<file path="src/rtl/lc3b_types.sv">
// lc3b_types: shared LC-3b word/field types plus fetch-stage state and reset constants.
package lc3b_types;

    typedef logic [15:0] lc3b_word;
    typedef logic [3:0]  lc3b_opcode;
    typedef logic [2:0]  lc3b_reg;

    typedef enum logic [1:0] {IDLE, FETCH, HOLD, DISCARD} if_state_t;

    localparam lc3b_word LC3B_PC_RESET = 16'h0000;
    localparam lc3b_word LC3B_NOP      = 16'h0000;

    // Instructions are word aligned, so byte-address bit 0 is forced low.
    function automatic lc3b_word pc_align(input lc3b_word a);
        return a & 16'hFFFE;
    endfunction

endpackage

</file>
<file path="src/rtl/if_hold_buffer.sv">
// if_hold_buffer: parks one fetched {ir, pc} pair while decode is stalled.
module if_hold_buffer
    import lc3b_types::*;
(
    input  logic     clk,
    input  logic     reset,
    input  logic     load,
    input  logic     clear,
    input  lc3b_word ir_d,
    input  lc3b_word pc_d,
    output lc3b_word ir_q,
    output lc3b_word pc_q
);

    always_ff @(posedge clk or posedge reset) begin
        if (reset) begin
            ir_q <= LC3B_NOP;
            pc_q <= '0;
        end else if (clear) begin
            ir_q <= LC3B_NOP;
            pc_q <= '0;
        end else if (load) begin
            ir_q <= ir_d;
            pc_q <= pc_d;
        end
    end

endmodule

</file>
<file path="src/rtl/instruction_fetch.sv">
// instruction_fetch: LC-3b IF stage with stall hold buffer and branch redirect,
// keeping the request address stable until the memory responds.
module instruction_fetch
    import lc3b_types::*;
#(
    parameter lc3b_word RESET_PC = LC3B_PC_RESET
) (
    input  logic       clk,
    input  logic       reset,
    output lc3b_word   imem_address,
    output logic       imem_read,
    input  lc3b_word   imem_rdata,
    input  logic       imem_resp,
    input  logic       load_use_stall,
    input  logic       branch_taken,
    input  lc3b_word   branch_target,
    output logic       ifid_valid,
    output lc3b_word   ifid_ir,
    output lc3b_word   ifid_pc,
    output lc3b_opcode ifid_opcode,
    output lc3b_reg    ifid_dest,
    output lc3b_reg    ifid_src1,
    output lc3b_reg    ifid_src2
);

    if_state_t state;
    lc3b_word  pc;
    lc3b_word  target;
    lc3b_word  pc_inc;
    lc3b_word  hold_ir;
    lc3b_word  hold_pc;
    logic      hold_load;

    assign pc_inc       = pc + 16'd2;
    assign imem_address = pc;
    assign ifid_opcode  = ifid_ir[15:12];
    assign ifid_dest    = ifid_ir[11:9];
    assign ifid_src1    = ifid_ir[8:6];
    assign ifid_src2    = ifid_ir[2:0];
    assign hold_load    = state == FETCH && imem_resp && load_use_stall && !branch_taken;

    if_hold_buffer u_hold (
        .clk   (clk),
        .reset (reset),
        .load  (hold_load),
        .clear (branch_taken),
        .ir_d  (imem_rdata),
        .pc_d  (pc_inc),
        .ir_q  (hold_ir),
        .pc_q  (hold_pc)
    );

    always_ff @(posedge clk or posedge reset) begin
        if (reset) begin
            state      <= IDLE;
            pc         <= pc_align(RESET_PC);
            target     <= '0;
            imem_read  <= 1'b0;
            ifid_valid <= 1'b0;
            ifid_ir    <= LC3B_NOP;
            ifid_pc    <= '0;
        end else if (branch_taken) begin
            ifid_valid <= 1'b0;
            ifid_ir    <= LC3B_NOP;
            imem_read  <= 1'b1;
            // An outstanding request must finish at its old address; park the target.
            if ((state == FETCH || state == DISCARD) && !imem_resp) begin
                state  <= DISCARD;
                target <= pc_align(branch_target);
            end else begin
                state <= FETCH;
                pc    <= pc_align(branch_target);
            end
        end else begin
            case (state)
                IDLE: begin
                    state     <= FETCH;
                    imem_read <= 1'b1;
                end
                FETCH: begin
                    if (imem_resp) begin
                        pc <= pc_inc;
                        if (load_use_stall) begin
                            state     <= HOLD;
                            imem_read <= 1'b0;
                        end else begin
                            ifid_valid <= 1'b1;
                            ifid_ir    <= imem_rdata;
                            ifid_pc    <= pc_inc;
                        end
                    end else if (!load_use_stall) begin
                        ifid_valid <= 1'b0;
                    end
                end
                HOLD: begin
                    if (!load_use_stall) begin
                        state      <= FETCH;
                        imem_read  <= 1'b1;
                        ifid_valid <= 1'b1;
                        ifid_ir    <= hold_ir;
                        ifid_pc    <= hold_pc;
                    end
                end
                DISCARD: begin
                    if (imem_resp) begin
                        state <= FETCH;
                        pc    <= target;
                    end
                end
                default: begin
                    state     <= IDLE;
                    imem_read <= 1'b0;
                end
            endcase
        end
    end

endmodule

</file>
<file path="config.mk">
export PLATFORM = sky130hd
export DESIGN_NAME = instruction_fetch
export DESIGN_NICKNAME = d
export VERILOG_FILES = /design/src/rtl/lc3b_types.sv /design/src/rtl/if_hold_buffer.sv /design/src/rtl/instruction_fetch.sv
export SDC_FILE = /design/constraint.sdc
export NUM_CORES = 1
export LEC_CHECK = 0
export CAP_MARGIN = 20
export CELL_PAD_IN_SITES_DETAIL_PLACEMENT = 0
export CELL_PAD_IN_SITES_GLOBAL_PLACEMENT = 1
export CORE_ASPECT_RATIO = 0.7
export CORE_MARGIN = 2
export CORE_UTILIZATION = 43
export CTS_CLUSTER_DIAMETER = 100
export DETAILED_ROUTE_END_ITERATION = 7
export GPL_TIMING_DRIVEN = 1
export MAX_ROUTING_LAYER = met4
export PLACE_DENSITY = 0.86
export SLEW_MARGIN = 20
export SYNTH_ARGS = -nofsm -noshare
export SYNTH_HDL_FRONTEND = slang
export SYNTH_SLANG_ARGS = --single-unit
</file>
<file path="constraint.sdc">
create_clock -name clk -period 9.79 [get_ports clk]
set_input_delay 1.958 -clock clk [delete_from_list [all_inputs] [get_ports clk]]
set_output_delay 1.958 -clock clk [all_outputs]
set_load 0.1 [all_outputs]
</file>
Word-level counts from Yosys, hierarchy flattened
Cells that the tools add are included.
Widths: inputs -> output; s select.
{"block": "classes", "n_addsub": 1, "multipliers": 0, "div_mod_pow": 0, "magnitude_cmp": 0, "eq_ne": 13, "n_shift": 0, "mux": 35, "bitwise": 1, "reduce_logical": 20}
{"operator": "$mux 16", "count": 15}
{"operator": "$pmux 16 s2", "count": 3}
{"operator": "$add 16x2->16 const B", "count": 1}
{"operator": "$reduce_and 4->1", "count": 4}
{"operator": "$ne 3x3->1 const B", "count": 5}
{"operator": "$mux 2", "count": 6}
{"operator": "$mux 1", "count": 8}
{"operator": "$ne 2x2->1 const B", "count": 4}
{"operator": "$pmux 2 s4", "count": 1}
{"operator": "$reduce_bool 3->1", "count": 2}
{"operator": "$reduce_and 5->1", "count": 1}
{"operator": "$eq 2x2->1 const B", "count": 2}
{"operator": "$logic_and 1x1->1", "count": 4}
{"operator": "$ne 4x4->1 const B", "count": 1}
{"operator": "$reduce_and 2->1", "count": 2}
{"operator": "$reduce_bool 2->1", "count": 2}
{"operator": "$reduce_bool 4->1", "count": 1}
{"operator": "$pmux 1 s3", "count": 1}
{"operator": "$eq 2x1->1 const B", "count": 1}
{"operator": "$logic_not 1->1", "count": 2}
{"operator": "$logic_not 2->1", "count": 1}
{"operator": "$pmux 1 s2", "count": 1}
{"operator": "$logic_or 1x1->1", "count": 1}
{"operator": "$not 1->1", "count": 1}
{"block": "word_totals", "register_bits": 99, "latchBits": 0, "ramBits": 0, "rom_bits": 0, "inputBits": 37, "memories": 0}

Logic depth before layout (Yosys ltp)
{"block": "depth", "ltp_word": 6, "mapped_depth": 8, "ltp_nobuf": 6}

Hierarchy
From an unflattened synthesis, not the netlist that was laid out.
{"block": "unflattened", "hier_cells": 491, "area_unflattened_um2": 5131.2}
{"module": "instruction_fetch", "n_inst": 1, "cells_each": 387, "area_each_um2": 3803.6, "seq_area_each_um2": 1651.6}
{"module": "if_hold_buffer", "n_inst": 1, "cells_each": 104, "area_each_um2": 1327.5, "seq_area_each_um2": 800.8}

Least setup slack after synthesis
No wires, ideal clock.
{"block": "synth_path", "path_kind": "register to output", "start": "reg ifid_ir[10]", "end": "out ifid_ir[10]", "t_arrival_ps": 1337, "required_time_ps": 7832, "path_slack_ps": 6495, "stages_incl_launch_ff": 2, "n_path_buf": 1, "path_cell_list": "dfrtp_1 -> buf_4"}
{"element": "from (decl)", "line_no": "instruction_fetch.sv:18", "text": "output lc3b_word ifid_ir,"}
{"element": "from (signal assigned)", "line_no": "instruction_fetch.sv:88", "text": "ifid_ir <= imem_rdata;"}
{"element": "from (signal assigned)", "line_no": "instruction_fetch.sv:100", "text": "ifid_ir <= hold_ir;"}
No word-level cell between the ends.

Worst setup path in the final report
{"block": "layout_path", "start": "in branch_taken", "end": "reg ifid_ir[6]"}
{"block": "layout_via", "elab_chain_cells": 2, "word_cells_on_any_way": 6, "cone_classes": "3 x eq/ne; 1 x mux; 2 x reduce/logical"}
{"element": "from (decl)", "line_no": "instruction_fetch.sv:15", "text": "input logic branch_taken,"}
{"element": "$ne 3x3->1 (no source line) / $reduce_bool 3->1 (equally long branches)"}
{"element": "$reduce_and 4->1 (no source line)"}
Parallel ways exist; a longest one is shown, timed or not.
A chain may end at the register's enable or synchronous reset.

==> impl_metrics.json <==
{
  "outcome": "completed",
  "drt-initial-drc-count": 337,
  "synthMuxAreaShare_pct": 12.7,
  "synth_top_family_by_area": "compound AO/OA/AOI/OAI gates",
  "fin_cells": 693,
  "num_vias": 3842,
  "gp_congestion": 0.837,
  "drc": 0,
  "synth_compound_area_share_pct": 17.1,
  "start_kind": "input pin",
  "utilization_pct": 55.7,
  "yosys_register_bits": 98,
  "fin_area_sq_um": 6180,
  "synth_area_per_cell_sq_um": 10.5,
  "numClockSinks": 98,
  "ys_types": 54,
  "max_cap_violations": 0,
  "port_buffers": 97,
  "hold_violations": 0,
  "first_global_vias": 3610,
  "synthesis.area_sq_um": 4930,
  "rsz0062_at_grt": "false",
  "initial_core_util_pct": 44.4,
  "fp.dieW_microns": 132,
  "syn_to_final_growth_pct": 25.4,
  "synth-simple-area-share_pct": 12.0,
  "nFillCells": 965,
  "fmax_mhz": 232,
  "relSlewSlack_pct": 30.5,
  "viasPerCell": 5.54,
  "grt_max_degree": 56,
  "die-area_sq_um": 12400,
  "core-area_sq_um": 11100,
  "grt_use_total_pct": 21.0,
  "grt_pass1_wl_microns": 19500,
  "synth-xor-area-share_pct": 1.57,
  "antenna_left": 0,
  "grt-ovfl-total": 0,
  "clockRootBuffer": "clkbuf_16",
  "dpl.cell_count": 677,
  "end_kind": "register",
  "multiInputGateArea_sq_um": 2210,
  "tightest_slew_ns": 1.04,
  "yosysSeqAreaShare_pct": 49.7,
  "ioPinCount": 100,
  "slew_violations": 0,
  "avgRoutedWirePerCell_microns": 17.4,
  "cts_max_level": 3,
  "clk_pin_slew_worst_paths_ns": 0.07,
  "worstSetupPathType": "input pin to register",
  "cts_inserted_buffers": 9,
  "hpwlAfterDp_microns": 8450,
  "cpPeakStageDelay_ns": 0.65,
  "fin_tns_setup_ns": 0,
  "slowest_stage": "clkinv_1",
  "antenna_found_initial": 0,
  "synth_edf_count": 0,
  "firstDrtPassIters": 5,
  "cts_setup_buffers": 0,
  "period_minus_slack_ns": 4.32,
  "crit_arrival_ns": 4.55,
  "cts_hold_buf": 0,
  "num_rows": 32,
  "clk_path_buf_depth": 2,
  "synth-adder-area-share_pct": 1.27,
  "async_flop_share_pct": 100,
  "setup_viol": 0,
  "synth_cells": 468,
  "drive_gt1_share_pct": 13.0,
  "hold_path_class": "register to register",
  "clk_latency_ns": 0.34,
  "cts_tree": "yes",
  "seqCellArea_sq_um": 2450,
  "crit_fanout": 46,
  "num_antenna_cells": 0,
  "place_area_sq_um": 5890,
  "dieHeight_microns": 93.6,
  "fin_crit_sh_pct": 44.1,
  "crit_chain": "clkdlybuf4s50_1, buf_4, clkinv_1, o21ai_2, mux2_2",
  "yosysWarnings": 0,
  "drt-total-wl_microns": 12000,
  "synth_flop_cell": "dfrtp_1",
  "syn-num-nets": 510,
  "ctsResizeCount": 0,
  "fin_nets": 577,
  "critical_path_required_ns": 10.02,
  "finClkSkew_ns": 0.00594
}
[logic make-up (layout without fill, tap and decap cells)]
logic type               Yosys count  after routing
multiplexers                      58             58
AND/OR/NAND/NOR                  119            119
adder cells (fa/ha/maj)            5              5
other                              1              1
XOR/XNOR                           8              8
flip-flops                        98             98
AO/OA/AOI/OAI                    125            125
buffers and inverters             54            126
[cell type report]
| type | count | share of cell area [%] |
|---|---|---|
| Sequential cell | 98 | 39.7 |
| Multi-Input combinational cell | 316 | 35.8 |
| Timing Repair Buffer | 101 | 16.2 |
| Clock buffer | 10 | 3.87 |
| Tap cell | 153 | 3.10 |
| Clock inverter | 6 | 0.810 |
| Inverter | 9 | 0.567 |
[worst paths after layout]
kind                                                  from  cells past startpoint  slack [ns]                           end
worst max-delay path                          branch_taken                      5        5.47        ifid_ir[6]$_DFFE_PP0P_
worst min-delay path            u_hold.pc_q[9]$_DFFE_PP0P_                      2        0.46    u_hold.pc_q[9]$_DFFE_PP0P_
worst max register to register        state[0]$_DFFE_PP0P_                      5        6.79  imem_address[10]$_DFFE_PP0P_
worst min register to register  u_hold.pc_q[9]$_DFFE_PP0P_                      2        0.46    u_hold.pc_q[9]$_DFFE_PP0P_
max in group asynchronous                            reset                      3        6.59        target[13]$_DFFE_PP0P_
min in group asynchronous                            reset                      2        2.05        ifid_ir[3]$_DFFE_PP0P_
[cell usage in the layout, fill, tap and decap left out, drive strengths merged, types with 9 or more instances in the layout]
| cell type | n |
|---|---|
| a22o | 19 |
| inv | 9 |
| clkbuf | 10 |
| mux2 | 35 |
| a21oi | 17 |
| dfrtp | 98 |
| clkdlybuf4s50 | 97 |
| nand2b | 11 |
| o21ai | 45 |
| nor2 | 41 |
| nand4 | 9 |
| nand2 | 31 |
| mux2i | 23 |
[flip-flops by register name, summed over array words and instances, names as in the netlist]
signal / flops
ifid_ir: 16
ifid_pc: 16
ifid_valid: 1
imem_address: 15
imem_read: 1
state: 2
target: 15
u_hold.ir_q: 16
u_hold.pc_q: 16
[through the flow]
step           hold WS (ns)  setup WS, ns
2_1_floorplan         0.430          5.27
3_3_place_gp          0.444          5.11
3_5_place_dp          0.448          5.13
4_1_cts               0.463          5.49
5_1_grt               0.502          5.26
6_report              0.459          5.47
[cells in the mapped netlist, types with 2 or more instances]
cell type / n / share of area (%)
o21a_1: 5 / 0.76
nand3_1: 3 / 0.30
a31oi_1: 2 / 0.25
a21oi_1: 16 / 1.6
mux2i_1: 23 / 4.7
a211oi_1: 3 / 0.46
a2bb2oi_1: 6 / 1.1
nand4_1: 8 / 1.0
o21ai_0: 42 / 4.3
inv_1: 8 / 0.61
a221oi_1: 2 / 0.36
buf_2: 12 / 1.2
nand2_1: 31 / 2.4
o211ai_1: 5 / 0.76
nor4_1: 4 / 0.51
dfrtp_1: 98 / 50
a22o_1: 19 / 3.4
nand2b_1: 11 / 1.4
nor2b_1: 3 / 0.38
o31ai_1: 7 / 1.1
xnor2_1: 6 / 1.1
ha_1: 5 / 1.3
buf_4: 15 / 2.3
clkbuf_1: 17 / 1.3
o22ai_1: 3 / 0.38
mux2_2: 35 / 8.0
o21ai_1: 2 / 0.20
o22a_1: 4 / 0.71
nor3_1: 7 / 0.71
and4_1: 2 / 0.36
nor2_1: 41 / 3.1
[critical path, delay by kind of cell]
kind / cells / cell delay [ns]
buffers and inverters: 3 / 1.55
multiplexers: 1 / 0.42
AO/OA/AOI/OAI: 1 / 0.59
[layer usage]
| metal | global-route usage [%] | wire (microns) | part of all wire, % | up-vias |
|---|---|---|---|---|
| li1 | - | - | - | 1798 |
| met5 | - | 0 | 0 | - |
| met2 | 28.4 | 5060 | 42 | 129 |
| met4 | 5.07 | 122 | 1.0 | 0 |
| met3 | 5.64 | 878 | 7.3 | 11 |
| met1 | 31.2 | 5980 | 50 | 1904 |
Power is not shown: default switching activity piles up to over one toggle a cycle in this logic, so the estimate is an artifact.
==> RTL change: new RTL, same flow settings <==
Reset style: synchronous (`reset`), changed in 2 clocked blocks.
--- a/src/rtl/if_hold_buffer.sv
+++ b/src/rtl/if_hold_buffer.sv
@@ -12,7 +12,7 @@
     output lc3b_word pc_q
 );
 
-    always_ff @(posedge clk or posedge reset) begin
+    always_ff @(posedge clk) begin
         if (reset) begin
             ir_q <= LC3B_NOP;
             pc_q <= '0;
--- a/src/rtl/instruction_fetch.sv
+++ b/src/rtl/instruction_fetch.sv
@@ -50,7 +50,7 @@
         .pc_q  (hold_pc)
     );
 
-    always_ff @(posedge clk or posedge reset) begin
+    always_ff @(posedge clk) begin
         if (reset) begin
             state      <= IDLE;
             pc         <= pc_align(RESET_PC);
Behaviour: differs if reset is asserted again (counterexample within 4 cycles, from zero or initial values and one cycle with reset high); with reset held inactive, the same outputs for 4 cycles.
==> RTL change against the original RTL <==
Register-to-register slack improved by 0.56 ns; first-iteration DRC count is 11% lower; sequential cell count down 2; setup slack gained 0.23 ns; global-route usage grew 1.3 points; routed wire length increased by 4.6%; core utilization up 0.62 points; synthesized cell count increased by 22%; synthesized area decreased by 6.0%; design area shrank 4.9%.
==> RTL change: results (changes against the original RTL) <==
Status - completed
Hold Slack - 0.4517 ns (-0.007603 ns)
Number of global-route vias before repair - 4,108 (+14%)
Worst setup startpoint - imem_address[1]$_SDFFE_PP0P_
Distinct cells, synth - 53 (-1.9%)
DR pass1 iterations - 4 (-1)
Post-synthesis mux area share - 0.05617 (-0.07048)
Adder-cell share of the synthesized area - 0.01350 (+0.0008122)
PortBufs - 96 (-1.0%)
Final nets - 672 (+16%)
Slowest CP cell - clkdlybuf4s50_1
Critical path arrival - 2.13 ns (-2.42 ns)
GRT Total Usage - 0.2230 (+0.01263)
Pin count of the biggest net entering global routing - 48 (-14%)
Final GP Congestion - 0.8216 (-1.9%)
Num CTS Buffers - 9 (unchanged)
R2R Setup Slk - 7.35 ns (+0.56 ns)
Area contributors post-synth - dfxtp_1 (41%), nand2_1 (8.2%), a21oi_1 (7.9%)
Predominant post-synthesis flop cell - dfxtp_1
Share of cells above drive strength 1 - 0.06457 (-0.06506)
RR Startpoint - state[1]$_SDFFE_PP0P_
Largest stage delay, worst path - 1.22 ns (+0.57 ns)
1st-iter DRT viols - 299 (-11%)
Post-Layout Cell Count - 767 (+11%)
Pre-CTS WS - 5.565 ns (+0.4382 ns)
Post-Synth XOR/XNOR Area - 0.01323 (-0.002504)
Placed Area - 5553 sq um (-5.7%)
Clock skew - 0.005097 ns (-0.0008445 ns)
Synth top cells by count - nand2_1 (101), dfxtp_1 (96), a21oi_1 (73), clkbuf_1 (34), a211oi_1 (31)
Clock root cell - clkbuf_16
Hold Startpoint - target[7]$_SDFFE_PP0N_
Largest delay share family, worst path - buffers and inverters
Synth Area in Compound Gates - 0.2322 (+0.06169)
Clk_lat worst skew - 0.34 ns (about the same)
Worst r2r dst - state[1]$_SDFFE_PP0P_
Register area share after synthesis - 0.4148 (-0.08266)
Ant diodes - 0 (unchanged)
# fillers - 953 (-1.2%)
Peak supply drop - 0.1143 mV
First-pass GRT wire length - 20.40 mm (+4.8%)
Critical path fanouts, max - 9 (-80%)
Mean Syn Cell Area - 8.100 sq um (-23%)
H-tree depth - 3 (unchanged)
Clock Tree Buf Depth - 2 (unchanged)
Worst min path class - reg -> reg
Hold path endpoint - target[7]$_SDFFE_PP0N_
Asr flop ratio synth - 0 (-1.000)
Placed Cells incl. Taps - 751 (+11%)
Post-DP HPWL - 8.129 mm (-3.8%)
Worst setup path endpoint - imem_address[1]
Worst Reg-to-Reg Cells - 5 (unchanged)
Slew headroom - 0.3321 (+0.02711)
Achievable clock frequency - 0.2446 GHz (+5.6%)
Per-cell routed wire length - 16.43 um (-5.5%)
Routed vias - 4,339 (+13%)
RTL change: changes by cell type in the layout (fill, tap and decap cells not counted), moves of 9 or more:
cell / before / now
dfrtp_1: 98 / 0
dfxtp_1: 0 / 96
nand2_1: 31 / 101
o32ai_1: 1 / 12
mux2_2: 35 / 0
o21ai_0: 42 / 22
a21oi_1: 16 / 73
nand2b_1: 11 / 2
a211oi_1: 3 / 31
a22o_1: 19 / 0
nor2_1: 41 / 29
RTL change: final cells by class:
type / instances / area (sq um) / area share
Clock buffer: 11 / 252.7 / 0.04300
Clock inverter: 5 / 62.56 / 0.01064
Inverter: 14 / 52.55 / 0.008940
Multi-Input combinational cell: 403 / 2387 / 0.4061
Sequential cell: 96 / 1922 / 0.3269
Tap cell: 132 / 165.2 / 0.02810
Timing Repair Buffer: 106 / 1036 / 0.1762
RTL change: power breakdown:
group | switching, mW | internal [mW] | total (mW)
Clock | 0.156 | 0.213 | 0.369
Combinational | 0.272 | 0.101 | 0.373
Sequential | 0.0247 | 0.413 | 0.437
RTL change: metal layers:
| layer | up-vias | global-route usage | wire length (um) |
|---|---|---|---|
| li1 | 2139 | - | - |
| met3 | 13 | 0.04206 | 609 |
| met4 | 0 | 0.04945 | 130 |
| met2 | 106 | 0.3507 | 5856 |
| met5 | - | - | 0 |
| met1 | 2081 | 0.2994 | 6005 |
RTL change: cells by family after synthesis:
| logic type | after synthesis |
|---|---|
| and+or+nand+nor | 193 |
| xor gates and xnor gates | 7 |
| buffers and inverters | 74 |
| muxes | 26 |
| other | 1 |
| adders and majority gates | 5 |
| AOI/OAI and AO/OA | 170 |
| DFF | 96 |
